`src/rtl/hazard_stall_controller_if.sv`:
```
// Hazard/sequencing bus between the pipeline datapath (master) and the stall controller (slave).
// Grouped so the controller's ID/EX observations and its stall/flush controls travel together.
interface hazard_stall_controller_if #(
    parameter int unsigned MD_CNT_W = 6
);
    logic [4:0]          idRs;
    logic [4:0]          idRt;
    logic                idUsesRs;
    logic                idUsesRt;
    logic                idUsesHiLo;
    logic                exMemRead;
    logic [4:0]          exRd;
    logic                mdStart;
    logic                jumpRequest;
    logic                stallID;
    logic                stallEX;
    logic                flushIFID;
    logic                flushIDEX;
    logic                jumpEnabled;
    logic                mdBusy;
    logic [MD_CNT_W-1:0] mdCount;

    modport master (
        output idRs, idRt, idUsesRs, idUsesRt, idUsesHiLo, exMemRead, exRd, mdStart, jumpRequest,
        input  stallID, stallEX, flushIFID, flushIDEX, jumpEnabled, mdBusy, mdCount
    );

    modport slave (
        input  idRs, idRt, idUsesRs, idUsesRt, idUsesHiLo, exMemRead, exRd, mdStart, jumpRequest,
        output stallID, stallEX, flushIFID, flushIDEX, jumpEnabled, mdBusy, mdCount
    );
endinterface

```
`src/rtl/hazard_stall_controller.sv`:
```
// Load-use / HI-LO / mult-div hazard and redirect controller for the 5-stage MIPS pipeline.
// Optional stall/flush event counters are enabled by defining HAZARD_PERF_EN.
module hazard_stall_controller #(
    parameter int unsigned MD_LATENCY = 32,
    parameter int unsigned MD_CNT_W   = 6
) (
    input logic                      clock,
    input logic                      reset,
    hazard_stall_controller_if.slave bus
`ifdef HAZARD_PERF_EN
    ,
    output logic [31:0]              loadUseStallCnt,
    output logic [31:0]              hiloStallCnt,
    output logic [31:0]              mdStallCnt,
    output logic [31:0]              flushCnt
`endif
);
    typedef enum logic {IDLE, BUSY} state_t;

    state_t              state, state_next;
    logic [MD_CNT_W-1:0] count, count_next;
    logic                busy;
    logic                load_use;
    logic                hilo;
    logic                stall_ex;
    logic                jump_en;
    logic                hazard_stall;

    always_ff @(posedge clock) begin
        if (reset) begin
            state <= IDLE;
            count <= '0;
        end else begin
            state <= state_next;
            count <= count_next;
        end
    end

    always_comb begin
        state_next = state;
        count_next = count;
        case (state)
            IDLE: begin
                if (bus.mdStart) begin
                    state_next = BUSY;
                    count_next = MD_CNT_W'(MD_LATENCY - 1);
                end
            end
            BUSY: begin
                // A start arriving on the last busy cycle is stalled, not reloaded.
                if (count == '0) state_next = IDLE;
                else             count_next = count - 1'b1;
            end
            default: begin
                state_next = IDLE;
                count_next = '0;
            end
        endcase

        busy         = (state == BUSY);
        load_use     = bus.exMemRead && (bus.exRd != 5'd0) &&
                       ((bus.idUsesRs && (bus.idRs == bus.exRd)) ||
                        (bus.idUsesRt && (bus.idRt == bus.exRd)));
        hilo         = busy && bus.idUsesHiLo;
        stall_ex     = !reset && bus.mdStart && busy;
        jump_en      = !reset && bus.jumpRequest && !stall_ex;
        hazard_stall = !reset && !stall_ex && !jump_en && (load_use || hilo);

        bus.stallEX     = stall_ex;
        bus.jumpEnabled = jump_en;
        bus.stallID     = hazard_stall;
        bus.flushIFID   = jump_en;
        bus.flushIDEX   = jump_en || hazard_stall;
        bus.mdBusy      = !reset && busy;
        bus.mdCount     = reset ? '0 : count;
    end

`ifdef HAZARD_PERF_EN
    always_ff @(posedge clock) begin
        if (reset) begin
            loadUseStallCnt <= '0;
            hiloStallCnt    <= '0;
            mdStallCnt      <= '0;
            flushCnt        <= '0;
        end else begin
            if (hazard_stall && load_use && (loadUseStallCnt != '1)) loadUseStallCnt <= loadUseStallCnt + 1'b1;
            if (hazard_stall && hilo && (hiloStallCnt != '1))        hiloStallCnt    <= hiloStallCnt + 1'b1;
            if (stall_ex && (mdStallCnt != '1))                      mdStallCnt      <= mdStallCnt + 1'b1;
            if (jump_en && (flushCnt != '1))                         flushCnt        <= flushCnt + 1'b1;
        end
    end
`endif
endmodule

```
`src/flat_wrapper.sv`:
```
// flat-port wrapper written by rule: the top's interface ports become plain ports
module hazard_stall_controller_flat 
#(
    parameter int unsigned MD_LATENCY = 32,
    parameter int unsigned MD_CNT_W   = 6
)
  (clock, reset, bus_idRs, bus_idRt, bus_idUsesRs, bus_idUsesRt, bus_idUsesHiLo, bus_exMemRead, bus_exRd, bus_mdStart, bus_jumpRequest, bus_stallID, bus_stallEX, bus_flushIFID, bus_flushIDEX, bus_jumpEnabled, bus_mdBusy, bus_mdCount);
  hazard_stall_controller_if #(.MD_CNT_W(MD_CNT_W)) bus_i ();
  input logic clock;
  input logic reset;
  input wire logic [$bits(bus_i.idRs)-1:0] bus_idRs;
  input wire logic [$bits(bus_i.idRt)-1:0] bus_idRt;
  input wire logic [$bits(bus_i.idUsesRs)-1:0] bus_idUsesRs;
  input wire logic [$bits(bus_i.idUsesRt)-1:0] bus_idUsesRt;
  input wire logic [$bits(bus_i.idUsesHiLo)-1:0] bus_idUsesHiLo;
  input wire logic [$bits(bus_i.exMemRead)-1:0] bus_exMemRead;
  input wire logic [$bits(bus_i.exRd)-1:0] bus_exRd;
  input wire logic [$bits(bus_i.mdStart)-1:0] bus_mdStart;
  input wire logic [$bits(bus_i.jumpRequest)-1:0] bus_jumpRequest;
  output wire logic [$bits(bus_i.stallID)-1:0] bus_stallID;
  output wire logic [$bits(bus_i.stallEX)-1:0] bus_stallEX;
  output wire logic [$bits(bus_i.flushIFID)-1:0] bus_flushIFID;
  output wire logic [$bits(bus_i.flushIDEX)-1:0] bus_flushIDEX;
  output wire logic [$bits(bus_i.jumpEnabled)-1:0] bus_jumpEnabled;
  output wire logic [$bits(bus_i.mdBusy)-1:0] bus_mdBusy;
  output wire logic [$bits(bus_i.mdCount)-1:0] bus_mdCount;
  assign bus_i.idRs = bus_idRs;
  assign bus_i.idRt = bus_idRt;
  assign bus_i.idUsesRs = bus_idUsesRs;
  assign bus_i.idUsesRt = bus_idUsesRt;
  assign bus_i.idUsesHiLo = bus_idUsesHiLo;
  assign bus_i.exMemRead = bus_exMemRead;
  assign bus_i.exRd = bus_exRd;
  assign bus_i.mdStart = bus_mdStart;
  assign bus_i.jumpRequest = bus_jumpRequest;
  assign bus_stallID = bus_i.stallID;
  assign bus_stallEX = bus_i.stallEX;
  assign bus_flushIFID = bus_i.flushIFID;
  assign bus_flushIDEX = bus_i.flushIDEX;
  assign bus_jumpEnabled = bus_i.jumpEnabled;
  assign bus_mdBusy = bus_i.mdBusy;
  assign bus_mdCount = bus_i.mdCount;
  hazard_stall_controller #(.MD_LATENCY(MD_LATENCY), .MD_CNT_W(MD_CNT_W)) u_core (.clock(clock), .reset(reset), .bus(bus_i));
endmodule
```
`config.mk`:
```
export PLATFORM = sky130hd
export DESIGN_NAME = hazard_stall_controller_flat
export DESIGN_NICKNAME = d
export VERILOG_FILES = /design/src/rtl/hazard_stall_controller_if.sv /design/src/rtl/hazard_stall_controller.sv /design/src/flat_wrapper.sv
export SDC_FILE = /design/constraint.sdc
export NUM_CORES = 1
export LEC_CHECK = 0
export ABC_AREA = 1
export CAP_MARGIN = 5
export CORE_MARGIN = 2
export CORE_UTILIZATION = 43
export DETAILED_ROUTE_END_ITERATION = 6
export PLACE_DENSITY = 0.93
export SYNTH_ARGS = -nofsm -noshare
export SYNTH_HDL_FRONTEND = slang
export SYNTH_SLANG_ARGS = --single-unit
export TNS_END_PERCENT = 50
```
`constraint.sdc`:
```
create_clock -name clock -period 3.4 [get_ports clock]
set_input_delay 0.51 -clock clock [delete_from_list [all_inputs] [get_ports clock]]
set_output_delay 0.51 -clock clock [all_outputs]
set_load 0.005 [all_outputs]
```
==> results_dict.tcl, run 1 <==
set metrics [dict create \
    cts_tree "built" \
    place.gp.congestion 0.917 \
    yosysSeqAreaShare_pct 19.4 \
    hp-class "reg -> reg" \
    min_path_cells 1 \
    dr.first_iter.drc_count 23 \
    yosysWarnings 0 \
    finalSetupViolCount 0 \
    worst_path_max_delay_cell "clkdlybuf4s50_1" \
    dpl.hpwl_mm 1.59 \
    fp.coreArea_um2 1540 \
    numCtsBuffers 3 \
    grt_max_degree 12 \
    crit_required_ps 2890 \
    synth_top_family_by_area "simple AND/OR/NAND/NOR gates" \
    wire_per_inst_um 10.5 \
    drv_slew 0 \
    die_x_um 44.9 \
    gr-total-overflow 0 \
    power_mw 0.351 \
    vias 882 \
    hold_viol 0 \
    drt_pass1_iterations 4 \
    power.leakage_nw 0.582 \
    netlist_area_um2 721 \
    fin_crit_ps 2700 \
    final_util_pct 71.5 \
    synth_mux_area_share_pct 0 \
    final_cell_area_um2 1100 \
    drc_errors 0 \
    finalNetCount 191 \
    finalCritPeriodShare_pct 79.3 \
    postCtsResizedCells 0 \
    crit_arrival_ps 2190 \
    tightest_slew_ps 221 \
    worst_setup_path_end_kind "output pin" \
    avgSynthCellArea_um2 5.59 \
    dieArea_um2 2020 \
    area_growth_pct 53.0 \
    synthAdderAreaFrac_pct 1.74 \
    irDropWorstVdd_v 0.000205 \
    synth-compound-area-share_pct 9.20 \
    cts-htree-levels 1 \
    clk_pin_slew_ps 50 \
    detail-route-antenna-nets 0 \
    power_density_nw_per_um2 318 \
    critPathMaxStageDelay_ps 530 \
    vias_per_cell 4.85 \
    fin_tns_setup_ps 0 \
    numClockSinks 7 \
    drv_cap 0 \
    critical_path.cell_chain "clkdlybuf4s50_1, inv_2, nand2_1, nand2_1, nor2_1, nand3_1, nand2_1, nand2_1, nand2_1, nand2_2, nand2_1, clkdlybuf4s50_1" \
    grt_antenna_before_repair 0 \
    clk_path_buf_depth 2 \
    grt_pass1_vias 866 \
    clock_latency_ps 260 \
    wl_mm 1.90 \
    drive_gt1_share_pct 16.3 \
    pin_count 35 \
    ys_types 23 \
    synth_xor_area_share_pct 2.43 \
    root_buffer "clkbuf_4" \
    synth_cells 129 \
    track_usage_pct 22.9 \
    synth-simple-area-share_pct 48.6 \
    antenna_cells 0 \
    cp_common_cell "nand2_1" \
    ys_seq_elements 7 \
    syn_nets 153 \
    critPathKind "in -> out" \
    start_util_pct 46.8 \
    relSlewSlack_pct 85.2 \
    cts.hold.buffers_added 0 \
    cts_setup_buffers 0 \
    dpl_cell_area_um2 1080 \
    grt_pass1_wl_mm 3.50 \
    rsz0062_at_grt "no" \
    port_buffers 34 \
    max_freq_mhz 371 \
    rr_worst_depth 11 \
    fp-row-count 14 \
    skew_ps 1.50 \
    die_h_um 44.9 \
    cp_max_fo 3 \
    status "complete, no violations" \
    start_kind "input port" \
]
sequential cells by signal, summed over array words and instances (netlist names):
register	flops
u_core.busy	1
u_core.count	6
worst max-delay path, delay by kind of cell:
kind | cells | cell delay (ps)
simple gates | 9 | 590
buf+inv | 3 | 1080
routing by layer:
metal	global-route usage [%]	routed length, um	vias up	part of all wire (%)
li1	-	-	455	-
met1	27.0	808	385	42
met2	39.4	930	36	49
met3	6.40	124	6	6.5
met4	7.65	39	0	2.0
met5	0	0	-	0
cells by family (layout without fill, tap and decap cells):
logic type / Yosys count / after routing
simple gates: 75 / 75
buf+inv: 33 / 70
compound gates: 11 / 11
flops: 7 / 7
xor+xnor: 2 / 2
fa+ha+maj: 1 / 1
metrics by stage:
stage | hold WS [ps] | std cells | setup slack, ps
6_report | 480 | 182 | 702
4_1_cts | 481 | 182 | 710
2_1_floorplan | 447 | 129 | 1860
3_3_place_gp | 460 | 178 | 746
5_1_grt | 528 | 182 | 597
3_5_place_dp | 470 | 178 | 712
area by class of cell:
type	count	area [um2]
Tap cell	16	20.0
Multi-Input combinational cell	89	447
Clock buffer	4	26.3
Fill cell	126	439
Inverter	31	121
Timing Repair Buffer	35	348
Sequential cell	7	140
final timing paths:
path	startpoint	endpoint	slack (ps)
min	u_core.count[0]$_SDFFE_PP0P_	u_core.count[0]$_SDFFE_PP0P_	480
max	bus_exRd[1]	bus_flushIDEX	700
min reg2reg	u_core.count[0]$_SDFFE_PP0P_	u_core.count[0]$_SDFFE_PP0P_	480
max reg2reg	u_core.count[0]$_SDFFE_PP0P_	u_core.count[0]$_SDFFE_PP0P_	2020
placed cells by master, fill, tap and decap left out:
cell type	Yosys	routed
inv_6	1	1
inv_2	9	9
nand2_1	43	43
nand3_1	3	3
buf_4	1	1
dfxtp_1	7	7
nand2_2	1	1
nor3_4	1	1
nand2_4	2	2
nand3_2	1	1
nand4_1	1	1
a21oi_2	3	3
ha_1	1	1
nor2_1	18	18
clkbuf_4	0	3
a21oi_1	1	1
o21ai_0	2	2
clkbuf_1	0	1
inv_1	21	21
nor3_2	1	1
xor2_1	2	2
nor2_2	2	2
clkdlybuf4s50_1	0	34
o21ai_1	5	5
nor2_4	2	2
power breakdown:
| group | internal, mW | switching [mW] |
|---|---|---|
| Clock | 0.0450 | 0.0335 |
| Combinational | 0.0796 | 0.0830 |
| Sequential | 0.0945 | 0.0153 |
cells in the mapped netlist:
cell     count  area [um2]
a21oi_1      1        5.00
a21oi_2      3        26.3
buf_2        1        5.00
buf_4        1        7.51
dfxtp_1      7         140
ha_1         1        12.5
inv_1       21        78.8
inv_2        9        33.8
inv_6        1        8.76
nand2_1     43         161
nand2_2      1        6.26
nand2_4      2        22.5
nand3_1      3        15.0
nand3_2      1        10.0
nand4_1      1        6.26
nor2_1      18        67.6
nor2_2       2        12.5
nor2_4       2        22.5
nor3_2       1        10.0
nor3_4       1        16.3
o21ai_0      2        10.0
o21ai_1      5        25.0
xor2_1       2        17.5
Power figures use the tool's default switching activity.
==> run 2, diff against run 1 <==
Settings changed: CORE_UTILIZATION 43 to 40, PLACE_DENSITY 0.93 to 0.88.
Clock period 3.4 ns to 2.5 ns, I/O delays scaled along.
==> run 2 against run 1 <==
Register-to-register slack worse by 890 ps. Highest routed layer is now met3. Count of clock-buffer cells in the layout shrank 1. Clock skew is 2.4 ps higher. Sequential power grew 34%. Sequential cell count unchanged. Via count down 5.8%.
==> results_dict.tcl, run 2 (synthesis results as in run 1) <==
set metrics [dict create \
    die_h_um 46.4 \
    drt_pass1_iterations 4 \
    dr.first_iter.drc_count 11 \
    dp_worst_setup_slack_ps 108 \
    grt_max_degree 12 \
    antenna_cells 0 \
    place.gp.congestion 0.929 \
    postCtsResizedCells 0 \
    drv_slew 0 \
    cts_tree "built" \
    cts_setup_buffers 0 \
    wl_mm 1.67 \
    fp-row-count 15 \
    drive_gt1_share_pct 16.9 \
    pin_count 35 \
    track_usage_pct 17.5 \
    area_growth_pct 55.0 \
    critPathKind "in -> out" \
    clk_path_buf_depth 2 \
    worst_setup_path_end_kind "output pin" \
    irDropWorstVdd_v 0.000276 \
    layout_setup_ws_ps 112 \
    root_buffer "clkbuf_4" \
    clk_pin_slew_ps 60 \
    hp-class "reg -> reg" \
    clock_latency_ps 260 \
    crit_arrival_ps 2010 \
    tightest_slew_ps 210 \
    dpl.hpwl_mm 1.43 \
    cts.hold.buffers_added 0 \
    power.leakage_nw 0.593 \
    skew_ps 3.85 \
    fin_tns_setup_ps 0 \
    grt_antenna_before_repair 0 \
    fp.coreArea_um2 1710 \
    grt_pass1_wl_mm 2.74 \
    finalCritPeriodShare_pct 95.5 \
    rsz0062_at_grt "no" \
    wire_per_inst_um 8.75 \
    status "complete, no violations" \
    dieArea_um2 2160 \
    crit_required_ps 2120 \
    relSlewSlack_pct 85.9 \
    layout_common_cells "nand2_1 (43), clkdlybuf4s50_1 (33), inv_1 (21), nor2_1 (18), inv_2 (9)" \
    numClockSinks 7 \
    finalSetupViolCount 0 \
    drc_errors 0 \
    detail-route-antenna-nets 0 \
    grt_pass1_vias 722 \
    vias 831 \
    final_common_cell "nand2_1" \
    hold_viol 0 \
    vias_per_cell 4.35 \
    top_register "u_core.count" \
    fin_crit_ps 2390 \
    die_x_um 46.4 \
    port_buffers 34 \
    cp_max_fo 4 \
    numCtsBuffers 3 \
    start_util_pct 42.2 \
    power_density_nw_per_um2 426 \
    start_kind "input port" \
    finalNetCount 191 \
    gr-total-overflow 0 \
    cts-htree-levels 1 \
    power_mw 0.476 \
    drv_cap 0 \
    largest_register_ffs 6 \
    max_freq_mhz 419 \
]
[run 2: worst max-delay path, cell delays in order]
cell	delay, ps
clkdlybuf4s50_1	540
inv_2	50
nand2_1	50
nand2_1	50
nor2_1	110
nand3_1	80
nand2_1	60
nand2_1	40
nand2_1	60
nand2_2	50
nand2_1	50
clkdlybuf4s50_1	490
[run 2: final timing paths]
kind / startpoint / end / slack (ps) / cells past startpoint
worst max-delay path: bus_exRd[4] / bus_flushIDEX / 110 / 12
worst min-delay path: u_core.count[0]$_SDFFE_PP0P_ / u_core.count[0]$_SDFFE_PP0P_ / 490 / 1
worst max register to register: u_core.count[0]$_SDFFE_PP0P_ / u_core.count[2]$_SDFFE_PP0P_ / 1130 / 10
worst min register to register: u_core.count[0]$_SDFFE_PP0P_ / u_core.count[0]$_SDFFE_PP0P_ / 490 / 1
[run 2: per-stage QoR]
| stage | cells | util, % | area, um2 | hold slack [ps] |
|---|---|---|---|---|
| after floorplan | 129 | - | 721 | 447 |
| after global placement | 187 | 63.7 | 1090 | 462 |
| after detailed placement | 187 | 63.7 | 1090 | 465 |
| after CTS | 191 | 65.3 | 1110 | 485 |
| after global routing | 191 | 65.4 | 1120 | 508 |
| final | 191 | 65.4 | 1120 | 487 |
[run 2: cell type report]
type	instances	area, um2
Fill cell	146	591
Multi-Input combinational cell	89	447
Timing Repair Buffer	35	350
Sequential cell	7	140
Inverter	31	121
Tap cell	25	31.3
Clock buffer	3	22.5
Clock inverter	1	5.00
[run 2: power breakdown]
part / total, mW / switching, mW / internal, mW
combinational: 0.218 / 0.110 / 0.108
sequential: 0.147 / 0.0188 / 0.128
clock: 0.110 / 0.0511 / 0.0590
total: 0.476 / 0.180 / 0.296
[run 2: routing by layer]
metal	up-vias	wire length, um	track usage, %
li1	455	-	-
met1	358	744	20.3
met2	18	857	30.8
met3	0	71	5.10
met4	0	0	4.57
met5	-	0	0
==> run 3, diff against run 2 <==
Settings changed: GPL_TIMING_DRIVEN set to 0.
==> run 3 against run 2 <==
Sequential power about the same. Via count increased by 0.48%. Total power increased by 0.50%. Critical path type unchanged. Largest power group unchanged.
==> results_dict.tcl, run 3 (synthesis results as in run 1) <==
set metrics [dict create \
    rsz0062_at_grt "no" \
    wire_per_inst_um 9.14 \
    power_mw 0.478 \
    numCtsBuffers 3 \
    wl_mm 1.76 \
    port_buffers 34 \
    pin_count 35 \
    drt-met1-wl_um 744 \
    track_usage_pct 19.7 \
    cp_common_cell "nand2_1" \
    dr.first_iter.drc_count 13 \
    layout_common_cells "nand2_1 (43), clkdlybuf4s50_1 (30), inv_1 (21), nor2_1 (18), inv_2 (9)" \
    fillers 159 \
    grt_pass1_wl_mm 3.04 \
    cts-htree-levels 1 \
    start_util_pct 42.2 \
    dieArea_um2 2160 \
    relSlewSlack_pct 84.0 \
    clock_latency_ps 270 \
    grt_max_degree 11 \
    wl_met2_um 895 \
    fp.coreArea_um2 1710 \
    status "complete, no violations" \
    cts_setup_buffers 0 \
    drc_errors 0 \
    dpl.hpwl_mm 1.46 \
    cts_tree "built" \
    die_h_um 46.4 \
    finalCritPeriodShare_pct 94.2 \
    drive_gt1_share_pct 16.8 \
    holdWs_ps 483 \
    vias_per_cell 4.35 \
    detail-route-antenna-nets 0 \
    area_growth_pct 56.6 \
    placedCellCount 188 \
    start_kind "input port" \
    antenna_cells 0 \
    fin_crit_ps 2360 \
    critPathMaxStageDelay_ps 510 \
    power.leakage_nw 0.627 \
    power_density_nw_per_um2 424 \
    crit_arrival_ps 1980 \
    crit_required_ps 2120 \
    finalSetupViolCount 0 \
    final_util_pct 66.1 \
    finalNetCount 192 \
    clk_pin_slew_ps 60 \
    drv_cap 0 \
    highest_layer "met4" \
    cp_max_fo 3 \
    gr-total-overflow 0 \
    grt_antenna_before_repair 0 \
    drv_slew 0 \
    fp-row-count 15 \
    place.gp.congestion 0.840 \
    hp-class "reg -> reg" \
    dp_worst_setup_slack_ps 86.8 \
    dpl_cell_area_um2 1090 \
    tightest_slew_ps 241 \
    die_x_um 46.4 \
    root_buffer "clkbuf_4" \
    hold_viol 0 \
    path_buf_inv 4 \
    clk_path_buf_depth 2 \
    cp_top_family "buffers and inverters" \
    final_cell_area_um2 1130 \
    final_common_cell "nand2_1" \
    max_freq_mhz 425 \
    critical_path.cell_chain "clkdlybuf4s50_1, inv_2, nand2_1, nand2_1, nor2_1, nand3_1, nand2_1, nand2_1, nand2_1, nand2_2, inv_1, clkdlybuf4s50_1" \
    worst_path_max_delay_cell "clkdlybuf4s50_1" \
    skew_ps 4.00 \
    worst_setup_path_end_kind "output pin" \
    vias 835 \
    fin_tns_setup_ps 0 \
    grt_pass1_vias 762 \
    largest_register_ffs 6 \
    critPathKind "in -> out" \
    top_register "u_core.count" \
    fin_cells 192 \
    irDropWorstVdd_v 0.000233 \
    layout_setup_ws_ps 145 \
    drt_pass1_iterations 4 \
    wl_met3_um 89 \
    numClockSinks 7 \
]
-- run 3: final timing paths --
check	to	slack, ps	start	cells past startpoint
min	u_core.count[0]$_SDFFE_PP0P_	480	u_core.count[0]$_SDFFE_PP0P_	1
min reg2reg	u_core.count[0]$_SDFFE_PP0P_	480	u_core.count[0]$_SDFFE_PP0P_	1
max	bus_stallID	140	bus_exRd[2]	12
max reg2reg	u_core.count[2]$_SDFFE_PP0P_	1140	u_core.count[0]$_SDFFE_PP0P_	10
-- run 3: repair_timing --
| action | CTS | global route |
|---|---|---|
| resized for setup | 0 | 4 |
| endpoints found under the setup margin | 0 | 2 |
| hold buffers | 0 | 0 |
-- run 3: per-layer routing --
layer | vias up | GRT usage [%]
met5 | - | 0
met1 | 354 | 22.8
li1 | 455 | -
met4 | 0 | 11.4
met2 | 24 | 32.5
met3 | 2 | 4.71
-- run 3: report_power, final --
part | switching (mW) | total [mW] | leakage (nW) | internal, mW
registers | 0.0191 | 0.148 | 0.0583 | 0.128
clock network | 0.0518 | 0.113 | 0.0150 | 0.0616
logic | 0.109 | 0.217 | 0.554 | 0.108
total | 0.180 | 0.478 | 0.627 | 0.298
-- run 3: cell type report --
| class | instances | area [um2] | area share (%) |
|---|---|---|---|
| Multi-Input combinational cell | 89 | 447 | 39.6 |
| Buffer | 2 | 12.5 | 1.11 |
| Timing Repair Buffer | 34 | 350 | 31.0 |
| Sequential cell | 7 | 140 | 12.4 |
| Inverter | 31 | 121 | 10.8 |
| Clock buffer | 4 | 26.3 | 2.33 |
| Tap cell | 25 | 31.3 | 2.77 |
-- run 3: worst reg2reg max path, delay by kind of cell (launching register included) --
kind	cells	cell delay, ps
adders and majority gates	1	200
buffers and inverters	3	190
DFF	1	380
and+or+nand+nor	5	350
AOI/OAI and AO/OA	1	140
